File: src/rtl/mem_pkg.sv
// Shared types and constants for the MEM-stage access unit.
package mem_pkg;

  typedef enum logic [1:0] {IDLE, BUS, HOLD} state_e;

  localparam int unsigned TIMEOUT_W = 8;

  // Required value of the byte-address low bits for a word access.
  localparam logic [1:0]  WORD_ALIGN = 2'b00;
  localparam logic [31:0] FAULT_Y    = 32'h0;

  function automatic logic is_fault(input logic moe, input logic mwr, input logic [1:0] y_lo);
    return (moe & mwr) | ((moe | mwr) & (y_lo != WORD_ALIGN));
  endfunction

endpackage

File: src/rtl/mem_access_unit_if.sv
// EX/MEM input bundle, data-memory bus and MEM/WB result grouped for the access unit.
interface mem_access_unit_if #(
  parameter int unsigned AW = 32
) ();

  logic          mem_valid;
  logic          mem_ready;
  logic [31:0]   mem_pc;
  logic          mem_moe;
  logic          mem_mwr;
  logic [31:0]   mem_y;
  logic [31:0]   mem_d;
  logic [31:0]   mem_id;

  logic          dm_req;
  logic          dm_we;
  logic [AW-1:0] dm_addr;
  logic [31:0]   dm_wdata;
  logic [31:0]   dm_rdata;
  logic          dm_ack;

  logic          wb_valid;
  logic          wb_ready;
  logic [31:0]   wb_pc;
  logic [31:0]   wb_y;
  logic [31:0]   wb_id;
  logic          wb_err;

  modport slave (
    input  mem_valid, mem_pc, mem_moe, mem_mwr, mem_y, mem_d, mem_id,
    input  dm_rdata, dm_ack, wb_ready,
    output mem_ready, dm_req, dm_we, dm_addr, dm_wdata,
    output wb_valid, wb_pc, wb_y, wb_id, wb_err
  );

  modport master (
    output mem_valid, mem_pc, mem_moe, mem_mwr, mem_y, mem_d, mem_id,
    output dm_rdata, dm_ack, wb_ready,
    input  mem_ready, dm_req, dm_we, dm_addr, dm_wdata,
    input  wb_valid, wb_pc, wb_y, wb_id, wb_err
  );

endinterface

File: src/rtl/mem_timeout_ctr.sv
// Bus-wait counter: counts enabled cycles and flags the cycle on which the limit is reached.
module mem_timeout_ctr
  import mem_pkg::*;
#(
  parameter int unsigned Timeout = 16
) (
  input  logic clk_i,
  input  logic rst_ni,
  input  logic clear_i,
  input  logic enable_i,
  output logic expired_o
);

  localparam logic [TIMEOUT_W-1:0] Last = TIMEOUT_W'(Timeout - 1);

  logic [TIMEOUT_W-1:0] count_q, count_d;

  always_comb begin
    count_d = count_q;
    if (clear_i) begin
      count_d = '0;
    end else if (enable_i) begin
      count_d = count_q + 1'b1;
    end
  end

  // Flags the cycle whose increment would bring the count to Timeout.
  assign expired_o = enable_i & (count_q == Last);

  always_ff @(posedge clk_i or negedge rst_ni) begin
    if (!rst_ni) begin
      count_q <= '0;
    end else begin
      count_q <= count_d;
    end
  end

endmodule

File: src/rtl/mem_access_unit.sv
// MEM-stage unit: one word access per EX/MEM bundle over a req/ack bus, one result to MEM/WB.
module mem_access_unit
  import mem_pkg::*;
#(
  parameter int unsigned AW      = 32,
  parameter int unsigned TIMEOUT = 16
) (
  input  logic               clk,
  input  logic               rst_n,
  mem_access_unit_if.slave   bus
);

  state_e        state_q;
  logic          dm_req_q;
  logic          dm_we_q;
  logic [AW-1:0] dm_addr_q;
  logic [31:0]   dm_wdata_q;
  logic          wb_valid_q;
  logic          wb_err_q;
  logic [31:0]   wb_pc_q;
  logic [31:0]   wb_y_q;
  logic [31:0]   wb_id_q;

  logic mem_ready;
  logic accept;
  logic fault;
  logic mem_op;
  logic in_bus;
  logic tmo_enable;
  logic tmo_clear;
  logic tmo_expired;

  always_comb begin
    // Gated by reset so every output reads 0 while reset is held.
    mem_ready  = rst_n & ((state_q == IDLE) | ((state_q == HOLD) & bus.wb_ready));
    accept     = bus.mem_valid & mem_ready;
    fault      = is_fault(bus.mem_moe, bus.mem_mwr, bus.mem_y[1:0]);
    mem_op     = (bus.mem_moe | bus.mem_mwr) & ~fault;
    in_bus     = (state_q == BUS);
    tmo_enable = in_bus & ~bus.dm_ack;
    tmo_clear  = ~in_bus | bus.dm_ack | tmo_expired;
  end

  mem_timeout_ctr #(
    .Timeout (TIMEOUT)
  ) u_timeout_ctr (
    .clk_i     (clk),
    .rst_ni    (rst_n),
    .clear_i   (tmo_clear),
    .enable_i  (tmo_enable),
    .expired_o (tmo_expired)
  );

  always_ff @(posedge clk or negedge rst_n) begin
    if (!rst_n) begin
      state_q    <= IDLE;
      dm_req_q   <= 1'b0;
      dm_we_q    <= 1'b0;
      dm_addr_q  <= '0;
      dm_wdata_q <= '0;
      wb_valid_q <= 1'b0;
      wb_err_q   <= 1'b0;
      wb_pc_q    <= '0;
      wb_y_q     <= '0;
      wb_id_q    <= '0;
    end else if (accept) begin
      wb_pc_q <= bus.mem_pc;
      wb_id_q <= bus.mem_id;
      if (mem_op) begin
        state_q    <= BUS;
        dm_req_q   <= 1'b1;
        dm_we_q    <= bus.mem_mwr;
        dm_addr_q  <= bus.mem_y[AW-1:0];
        dm_wdata_q <= bus.mem_d;
        wb_valid_q <= 1'b0;
        wb_err_q   <= 1'b0;
        // Stores return Y; loads overwrite this with read data on ack.
        wb_y_q     <= bus.mem_y;
      end else begin
        state_q    <= HOLD;
        wb_valid_q <= 1'b1;
        wb_err_q   <= fault;
        wb_y_q     <= fault ? FAULT_Y : bus.mem_y;
      end
    end else begin
      case (state_q)
        BUS: begin
          if (bus.dm_ack) begin
            state_q    <= HOLD;
            dm_req_q   <= 1'b0;
            wb_valid_q <= 1'b1;
            wb_err_q   <= 1'b0;
            if (!dm_we_q) begin
              wb_y_q <= bus.dm_rdata;
            end
          end else if (tmo_expired) begin
            state_q    <= HOLD;
            dm_req_q   <= 1'b0;
            wb_valid_q <= 1'b1;
            wb_err_q   <= 1'b1;
            wb_y_q     <= FAULT_Y;
          end
        end
        HOLD: begin
          if (bus.wb_ready) begin
            state_q    <= IDLE;
            wb_valid_q <= 1'b0;
          end
        end
        default: ;
      endcase
    end
  end

  assign bus.mem_ready = mem_ready;
  assign bus.dm_req    = dm_req_q;
  assign bus.dm_we     = dm_we_q;
  assign bus.dm_addr   = dm_addr_q;
  assign bus.dm_wdata  = dm_wdata_q;
  assign bus.wb_valid  = wb_valid_q;
  assign bus.wb_err    = wb_err_q;
  assign bus.wb_pc     = wb_pc_q;
  assign bus.wb_y      = wb_y_q;
  assign bus.wb_id     = wb_id_q;

endmodule

File: src/flat_wrapper.sv
// flat-port wrapper written by rule: the top's interface ports become plain ports
module mem_access_unit_flat import mem_pkg::*;
#(
  parameter int unsigned AW      = 32,
  parameter int unsigned TIMEOUT = 16
)
  (clk, rst_n, bus_mem_valid, bus_mem_pc, bus_mem_moe, bus_mem_mwr, bus_mem_y, bus_mem_d, bus_mem_id, bus_dm_rdata, bus_dm_ack, bus_wb_ready, bus_mem_ready, bus_dm_req, bus_dm_we, bus_dm_addr, bus_dm_wdata, bus_wb_valid, bus_wb_pc, bus_wb_y, bus_wb_id, bus_wb_err);
  mem_access_unit_if #(.AW(AW)) bus_i ();
  input  logic clk;
  input  logic rst_n;
  input wire logic [$bits(bus_i.mem_valid)-1:0] bus_mem_valid;
  input wire logic [$bits(bus_i.mem_pc)-1:0] bus_mem_pc;
  input wire logic [$bits(bus_i.mem_moe)-1:0] bus_mem_moe;
  input wire logic [$bits(bus_i.mem_mwr)-1:0] bus_mem_mwr;
  input wire logic [$bits(bus_i.mem_y)-1:0] bus_mem_y;
  input wire logic [$bits(bus_i.mem_d)-1:0] bus_mem_d;
  input wire logic [$bits(bus_i.mem_id)-1:0] bus_mem_id;
  input wire logic [$bits(bus_i.dm_rdata)-1:0] bus_dm_rdata;
  input wire logic [$bits(bus_i.dm_ack)-1:0] bus_dm_ack;
  input wire logic [$bits(bus_i.wb_ready)-1:0] bus_wb_ready;
  output wire logic [$bits(bus_i.mem_ready)-1:0] bus_mem_ready;
  output wire logic [$bits(bus_i.dm_req)-1:0] bus_dm_req;
  output wire logic [$bits(bus_i.dm_we)-1:0] bus_dm_we;
  output wire logic [$bits(bus_i.dm_addr)-1:0] bus_dm_addr;
  output wire logic [$bits(bus_i.dm_wdata)-1:0] bus_dm_wdata;
  output wire logic [$bits(bus_i.wb_valid)-1:0] bus_wb_valid;
  output wire logic [$bits(bus_i.wb_pc)-1:0] bus_wb_pc;
  output wire logic [$bits(bus_i.wb_y)-1:0] bus_wb_y;
  output wire logic [$bits(bus_i.wb_id)-1:0] bus_wb_id;
  output wire logic [$bits(bus_i.wb_err)-1:0] bus_wb_err;
  assign bus_i.mem_valid = bus_mem_valid;
  assign bus_i.mem_pc = bus_mem_pc;
  assign bus_i.mem_moe = bus_mem_moe;
  assign bus_i.mem_mwr = bus_mem_mwr;
  assign bus_i.mem_y = bus_mem_y;
  assign bus_i.mem_d = bus_mem_d;
  assign bus_i.mem_id = bus_mem_id;
  assign bus_i.dm_rdata = bus_dm_rdata;
  assign bus_i.dm_ack = bus_dm_ack;
  assign bus_i.wb_ready = bus_wb_ready;
  assign bus_mem_ready = bus_i.mem_ready;
  assign bus_dm_req = bus_i.dm_req;
  assign bus_dm_we = bus_i.dm_we;
  assign bus_dm_addr = bus_i.dm_addr;
  assign bus_dm_wdata = bus_i.dm_wdata;
  assign bus_wb_valid = bus_i.wb_valid;
  assign bus_wb_pc = bus_i.wb_pc;
  assign bus_wb_y = bus_i.wb_y;
  assign bus_wb_id = bus_i.wb_id;
  assign bus_wb_err = bus_i.wb_err;
  mem_access_unit #(.AW(AW), .TIMEOUT(TIMEOUT)) u_core (.clk(clk), .rst_n(rst_n), .bus(bus_i));
endmodule
File: config.mk
export PLATFORM = sky130hd
export DESIGN_NAME = mem_access_unit_flat
export DESIGN_NICKNAME = d
export VERILOG_FILES = /design/src/rtl/mem_pkg.sv /design/src/rtl/mem_access_unit_if.sv /design/src/rtl/mem_timeout_ctr.sv /design/src/rtl/mem_access_unit.sv /design/src/flat_wrapper.sv
export SDC_FILE = /design/constraint.sdc
export NUM_CORES = 1
export LEC_CHECK = 0
export BUFFER_PORTS_ARGS = -buffer_cell sky130_fd_sc_hd__clkbuf_2
export CAP_MARGIN = 20
export CORE_ASPECT_RATIO = 1.4
export CORE_MARGIN = 4
export CORE_UTILIZATION = 44
export CTS_BUF_LIST = sky130_fd_sc_hd__clkbuf_4 sky130_fd_sc_hd__clkbuf_8
export DETAILED_ROUTE_END_ITERATION = 7
export GPL_TIMING_DRIVEN = 0
export PLACE_DENSITY = 0.78
export RECOVER_POWER = 25
export SKIP_LAST_GASP = 1
export SYNTH_ARGS = -nofsm -noshare
export SYNTH_HDL_FRONTEND = slang
export SYNTH_SLANG_ARGS = --single-unit
File: constraint.sdc
create_clock -name clk -period 2.2 [get_ports clk]
set_clock_uncertainty 0.1 [all_clocks]
set_input_delay 0.44 -clock clk [delete_from_list [all_inputs] [get_ports clk]]
set_output_delay 0.44 -clock clk [all_outputs]
set_load 0.01 [all_outputs]
# Word-level counts from Yosys, hierarchy flattened

Index checks and enable logic that the tools add are counted.

ROM bits: 0
Output and inout port bits: 165
Memories kept: 0
Latch bits: 0
Bits in registers: 174
Word-level logic and storage cells: 76
RAM bits: 0

Shift operators: 0
Equality and inequality tests: 7
$add $sub $neg: 1
Muxes and demuxes: 30
Order comparisons: 0
Multipliers: 0
Div/mod/pow operators: 0
Bitwise gates (word level): 16
Reductions and logical operators: 11

Operator list:

| operator                                                                | count |
|---|---|
| 32-bit two-way mux                                                      | 7 |
| 8-bit two-way mux                                                       | 2 |
| 1-bit two-way mux                                                       | 14 |
| 2-bit two-way mux                                                       | 5 |
| 3-bit AND reduction                                                     | 3 |
| 8-bit by 1-bit adder with 8-bit output, second input constant           | 1 |
| 1-bit bitwise AND                                                       | 8 |
| 8-bit by 4-bit == test with 1-bit output, second input constant         | 1 |
| 2-bit nonzero test                                                      | 3 |
| 3-bit nonzero test                                                      | 2 |
| 1-bit bitwise OR                                                        | 5 |
| 4-bit by 3-bit inequality test with 1-bit output, second input constant | 1 |
| 2-bit one-hot mux with 2 select lines                                   | 1 |
| 2-bit AND reduction                                                     | 2 |
| 3-bit by 2-bit inequality test with 1-bit output, second input constant | 1 |
| 3-bit inequality test, second input constant                            | 1 |
| 1-bit NOT                                                               | 3 |
| 2-bit by 1-bit == test with 1-bit output, second input constant         | 1 |
| 2-bit == test, second input constant                                    | 1 |
| 2-bit logical NOT                                                       | 1 |
| 2-bit inequality test, second input constant                            | 1 |
| 1-bit one-hot mux with 2 select lines                                   | 1 |

# Logic depth before layout (Yosys ltp)

Depth in word-level cells: 7
Gate-level depth with buffers: 8
Gate-level depth less buffers: 6

# By module

Synthesis repeated with hierarchy kept, for this count alone.

Cell total of the unflattened synthesis: 592
Area, all modules: 7029.2 um^2

Modules (own cells, without submodules):

| module          | area an instance (um^2) | cells each | instances | sequential area each (um^2) |
|---|---|---|---|---|
| mem_access_unit | 6615.1                  | 552        | 1         | 4129.0 |
| mem_timeout_ctr | 414.1                   | 40         | 1         | 200.2 |

# Worst setup path after synthesis

Ideal clock, no wire load.

Kind: flip-flop to flip-flop
Start: register, netlist name u_core.bus.wb_valid
End: register u_core.dm_wdata_q[26] (netlist: u_core.bus.dm_wdata[26])
Arrival: 1.939 ns
Slack: 0.034 ns
Path buffers: 2
Cell stages (with the launch flop): 9
Library setup time: 0.128 ns
Path through: dfrtp_1 -> inv_1 -> ha_1 -> a21o_1 -> nand3_2 -> nor4_4 -> buf_4 -> buf_4 -> mux2_1

RTL lines:

| what                 | line                  | source |
|---|---|---|
| end signal, assigned | mem_access_unit.sv:74 | `dm_wdata_q <= bus.mem_d;` |
| end, declared        | mem_access_unit.sv:17 | `logic [31:0] dm_wdata_q;` |

# Worst setup path in the final report

Start: register u_core.state_q[0]
End: register u_core.dm_wdata_q[0] (netlist: u_core.bus.dm_wdata[0])

Longest elaborated chain between the ends: 6

RTL lines:

| what                                   | line                  | source |
|---|---|---|
| start, declared                        | mem_access_unit.sv:13 | `state_e state_q;` |
| start signal, assigned                 | mem_access_unit.sv:56 | `state_q <= IDLE;` |
| start signal, assigned                 | mem_access_unit.sv:70 | `state_q <= BUS;` |
| start signal, assigned                 | mem_access_unit.sv:80 | `state_q <= HOLD;` |
| 2-bit == test                          | mem_access_unit.sv:35 | `mem_ready = rst_n & ((state_q == IDLE) \| ((state_q == HOLD) & bus.wb_ready));` |
| 1-bit bitwise AND                      | mem_access_unit.sv:35 |  |
| 1-bit bitwise OR *                     | mem_access_unit.sv:35 |  |
| 1-bit bitwise AND *                    | mem_access_unit.sv:35 |  |
| 1-bit bitwise AND *                    | mem_access_unit.sv:36 | `accept = bus.mem_valid & mem_ready;` |
| 2-bit AND reduction (no source line) * | n/a                   |  |

Every way passes the cells marked *; elsewhere a longest branch is shown, timed or not.
A chain may end at the register's enable or synchronous reset.

==> summary.md <==
The floorplan step defined a die boundary enclosing 18,370 um2. The final number of max-transition violations was 0. Of the available clock period, the critical path in the final layout requires 101.4%. The min-delay analysis places its worst path in the category in2async.

The worst hold margin was -0.2223 ns; the switching power was 4.436 mW. The run gives 64.21% as the utilization after layout. The final layout contains 1,131 nets. Across the VDD grid, the largest voltage drop is 0.0006810 V. The run gives 40 as the hold violation count in the final report. The number of antenna violations at the first check in global routing was 0; the total power divided by cell area was 1244 nW/um2. The number of register bits inferred by synthesis came out at 173. Of all nets on the critical path, the largest fanout is 6. Net switching is 35.27% of the power.

In this run the static leakage power is 5.647 nW. Dividing the detail-routed via count by the number of cells gives 4.926. After detailed routing, the number of remaining DRC violations is 0. The synthesized netlist occupies a cell area of 7144 um2. The run gives 1,256 as the number of filler cells placed in the layout.

For this configuration, the core starts out at a cell density of 45.38%. The placement-stage cell area came out at 9082 um2. For this run, the number of Yosys warnings is 0. The largest area contributor in the netlist is dfrtp_1. The H-tree was split into 4 levels. Global routing finished with a remaining overflow of 0.

The total number of vias was 5,759. Registers take 4330 um2. The kind of start point of the critical path is a flip-flop. STA classifies the critical path endpoint as a flip-flop. The global-route usage over all layers is 21.52%. The mean post-synth cell area is 12.13 um2.

Cell internal power was estimated by the tool at 8.141 mW. Counting I/O delays and the setup requirement, the final critical path takes 2.231 ns. The run finished, with violations left. The clock net in this run drives a total of 173 sinks. After the first detailed-routing iteration, the DRC count stood at 305. Share of the yosys chip area belonging to registers: 60.60%. The library cell used most frequently in the layout, excluding fill and tap cells, is clkbuf_2.

In the final layout, the share of cells above drive strength 1 is 53.24%. Setup violations remaining at the end of the flow were counted as 18. In the layout the commonest cells are clkbuf_2, nand2_1, dfrtp_1.

The transition time at the pin with the least slew margin is 0.4159 ns. Dividing the detail-routed wire length by the instance count gives 17.95 um. The clock passes through at most 2 buffers. By area the synthesized netlist is led by dfrtp_1, nand2_1, mux2_2, mux2_4, a22o_1.

Setup repair after global routing could not meet its margin everywhere. For the setup slack of the critical path after layout, the log shows -0.03075 ns. TritonCTS built the clock tree. The logs give 17 for the number of buffers created by CTS and 42.9% for the part of the power in registers. In the synthesized netlist the async set-or-reset flop fraction comes to 100.0%.

The distinct cell type count of the synthesized netlist is 40. The root buffer cell chosen for the clock tree is clkbuf_8. Derived from the worst setup path, the maximum achievable clock frequency is 0.4483 GHz.

For this run, the leading register cell type out of synthesis is dfrtp_1. The number of nets produced by synthesis was 760. The tools report the wire length of the first global-routing pass as 30,860 um. The clock latency on the worst-skew pair is 0.45 ns. The logs give 85 for the pin count of the biggest net entering global routing and 0 for the number of nets with antenna violations after routing.

Counting flops with a built-in enable in the synthesized netlist gives 0. The endpoint required time on the critical path was 2.43 ns; the port buffer count was 331. The region available for standard cell placement spans 15,740 um2. For the worst setup path, the data arrival time is 2.47 ns. The logs give 72.27% for the tightest slew margin relative to the limit and 20,990 um for the aggregate routed wire length. At the placement stage, the worst setup path has a slack of -1.219 ns.

The share of power burned in combinational logic came out at 39.6%. The floorplan has 54 rows. The checks that failed: negative hold slack, negative setup slack. Synthesis produced 589 cells. Detailed placement ended at an HPWL of 15,090 um. The tools report the via count of the first global-routing pass as 5,806. The tool flagged a number of max-cap violations equal to 0. The logs give 0 for the final antenna diode count and 17.5% for the proportion of power drawn by the clock network. The area added between synthesis and finish is 41.49%, and the clock-pin slew of the registers on the worst-case setup and hold paths is 0.10 ns. For this design the top-level I/O count stands at 332. The height of the chip was 158.8 um; the share of the synthesized area in the top cell type was 60.60%. In the final layout, the multi-input gates occupy 2879 um2. Before antenna repair, the detailed router went through 5 iterations. The last weighted congestion value of the routability-driven placer is 0.7968, and the width of the die is 115.7 um.

The critical path is of the reg2reg type. The final non-filler cell area came out at 10,110 um2.
-- flip-flops by register name (all words and copies together) (netlist names), 8 cells and up --
name                          count
u_core.bus.wb_id                 32
u_core.bus.dm_wdata              32
u_core.bus.dm_addr               32
u_core.u_timeout_ctr.count_q      8
u_core.bus.wb_pc                 32
u_core.bus.wb_y                  32
-- worst paths after layout --
path                                                 start                               to  slack, ns  depth (start not counted)
max                                      u_core.state_q[0]           u_core.bus.dm_wdata[0]      -0.03                          8
min                                                  rst_n              u_core.bus.wb_id[2]      -0.22                          1
max reg2reg                              u_core.state_q[0]           u_core.bus.dm_wdata[0]      -0.03                          8
min reg2reg                u_core.u_timeout_ctr.count_q[0]  u_core.u_timeout_ctr.count_q[0]       0.38                          1
max in group asynchronous                            rst_n               u_core.bus.wb_y[1]       1.28                          3
min in group clk                             bus_mem_id[5]              u_core.bus.wb_id[5]       0.08                          3
-- critical path: stages, from the launching register on --
cell and delay, ns:
dfrtp_1 0.40, inv_2 0.11, ha_4 0.16, a21o_1 0.20, nand3_4 0.13, nor4_4 0.32
buf_6 0.22, clkbuf_16 0.16, mux2_2 0.32
-- through the flow --
stage                     hold slack (ns)  power (mW)  std cells  setup TNS [ns]
final                             -0.2223       12.58       1169         -0.3019
after global routing              -0.2593       13.38       1169          -4.446
after CTS                         -0.1957       12.27       1159          -1.294
after detailed placement           0.3612       9.987       1117         -156.15
after global placement             0.3507       9.823       1116        -1087.16
after floorplan                   0.04441       7.725        589               0
-- area by class of cell --
cell class / instances / area share, %
clock inverters: 13 / 1.362
repair buffers: 352 / 19.78
plain buffers: 30 / 2.401
well taps: 196 / 2.426
inverters: 6 / 0.2476
multi-input cells: 380 / 28.48
clock buffers: 19 / 2.463
flip-flops and latches: 173 / 42.84
-- synth_stat cells, drive strengths merged (4+ instances only) --
library cell and instances:
a22o 30, buf 16, clkbuf 14, dfrtp 173, ha 4, inv 6
mux2 95, nand2 198, nand3 4, nor2 13, xnor2 4
-- per-layer routing --
layer | vias up | track usage [%] | wire length (um)
met5 | - | 0 | 0
met4 | 0 | 7.441 | 497
met3 | 36 | 5.522 | 1578
met2 | 236 | 38.59 | 11160
met1 | 2777 | 24.44 | 7752
li1 | 2710 | - | -
-- power groups by stage --
stage	registers, mW	logic [mW]	clock network (mW)
after floorplan	6.00	1.73	0
after global placement	5.33	4.50	0
after detailed placement	5.39	4.60	0
after CTS	5.34	4.67	2.26
after global routing	5.57	5.41	2.40
final	5.39	4.98	2.21
-- what timing repair did --
| action | 4_1_cts | 5_1_grt |
|---|---|---|
| resized for setup | 24 | 73 |
| endpoints found under the hold margin | 82 | 82 |
| setup buffers | 9 | 3 |
| setup endpoints to repair | 166 | 122 |
| gates cloned | 1 | 5 |
| pin swaps | 4 | 6 |
-- cells by family after synthesis --
kind of cell / synth area share (%)
AOI/OAI and AO/OA: 5.604
xor gates and xnor gates: 0.8582
adders and majority gates: 0.7006
muxes: 16.83
DFF: 60.60
and+or+nand+nor: 12.85
buffers and inverters: 2.557
Power figures use the tool's default switching activity.
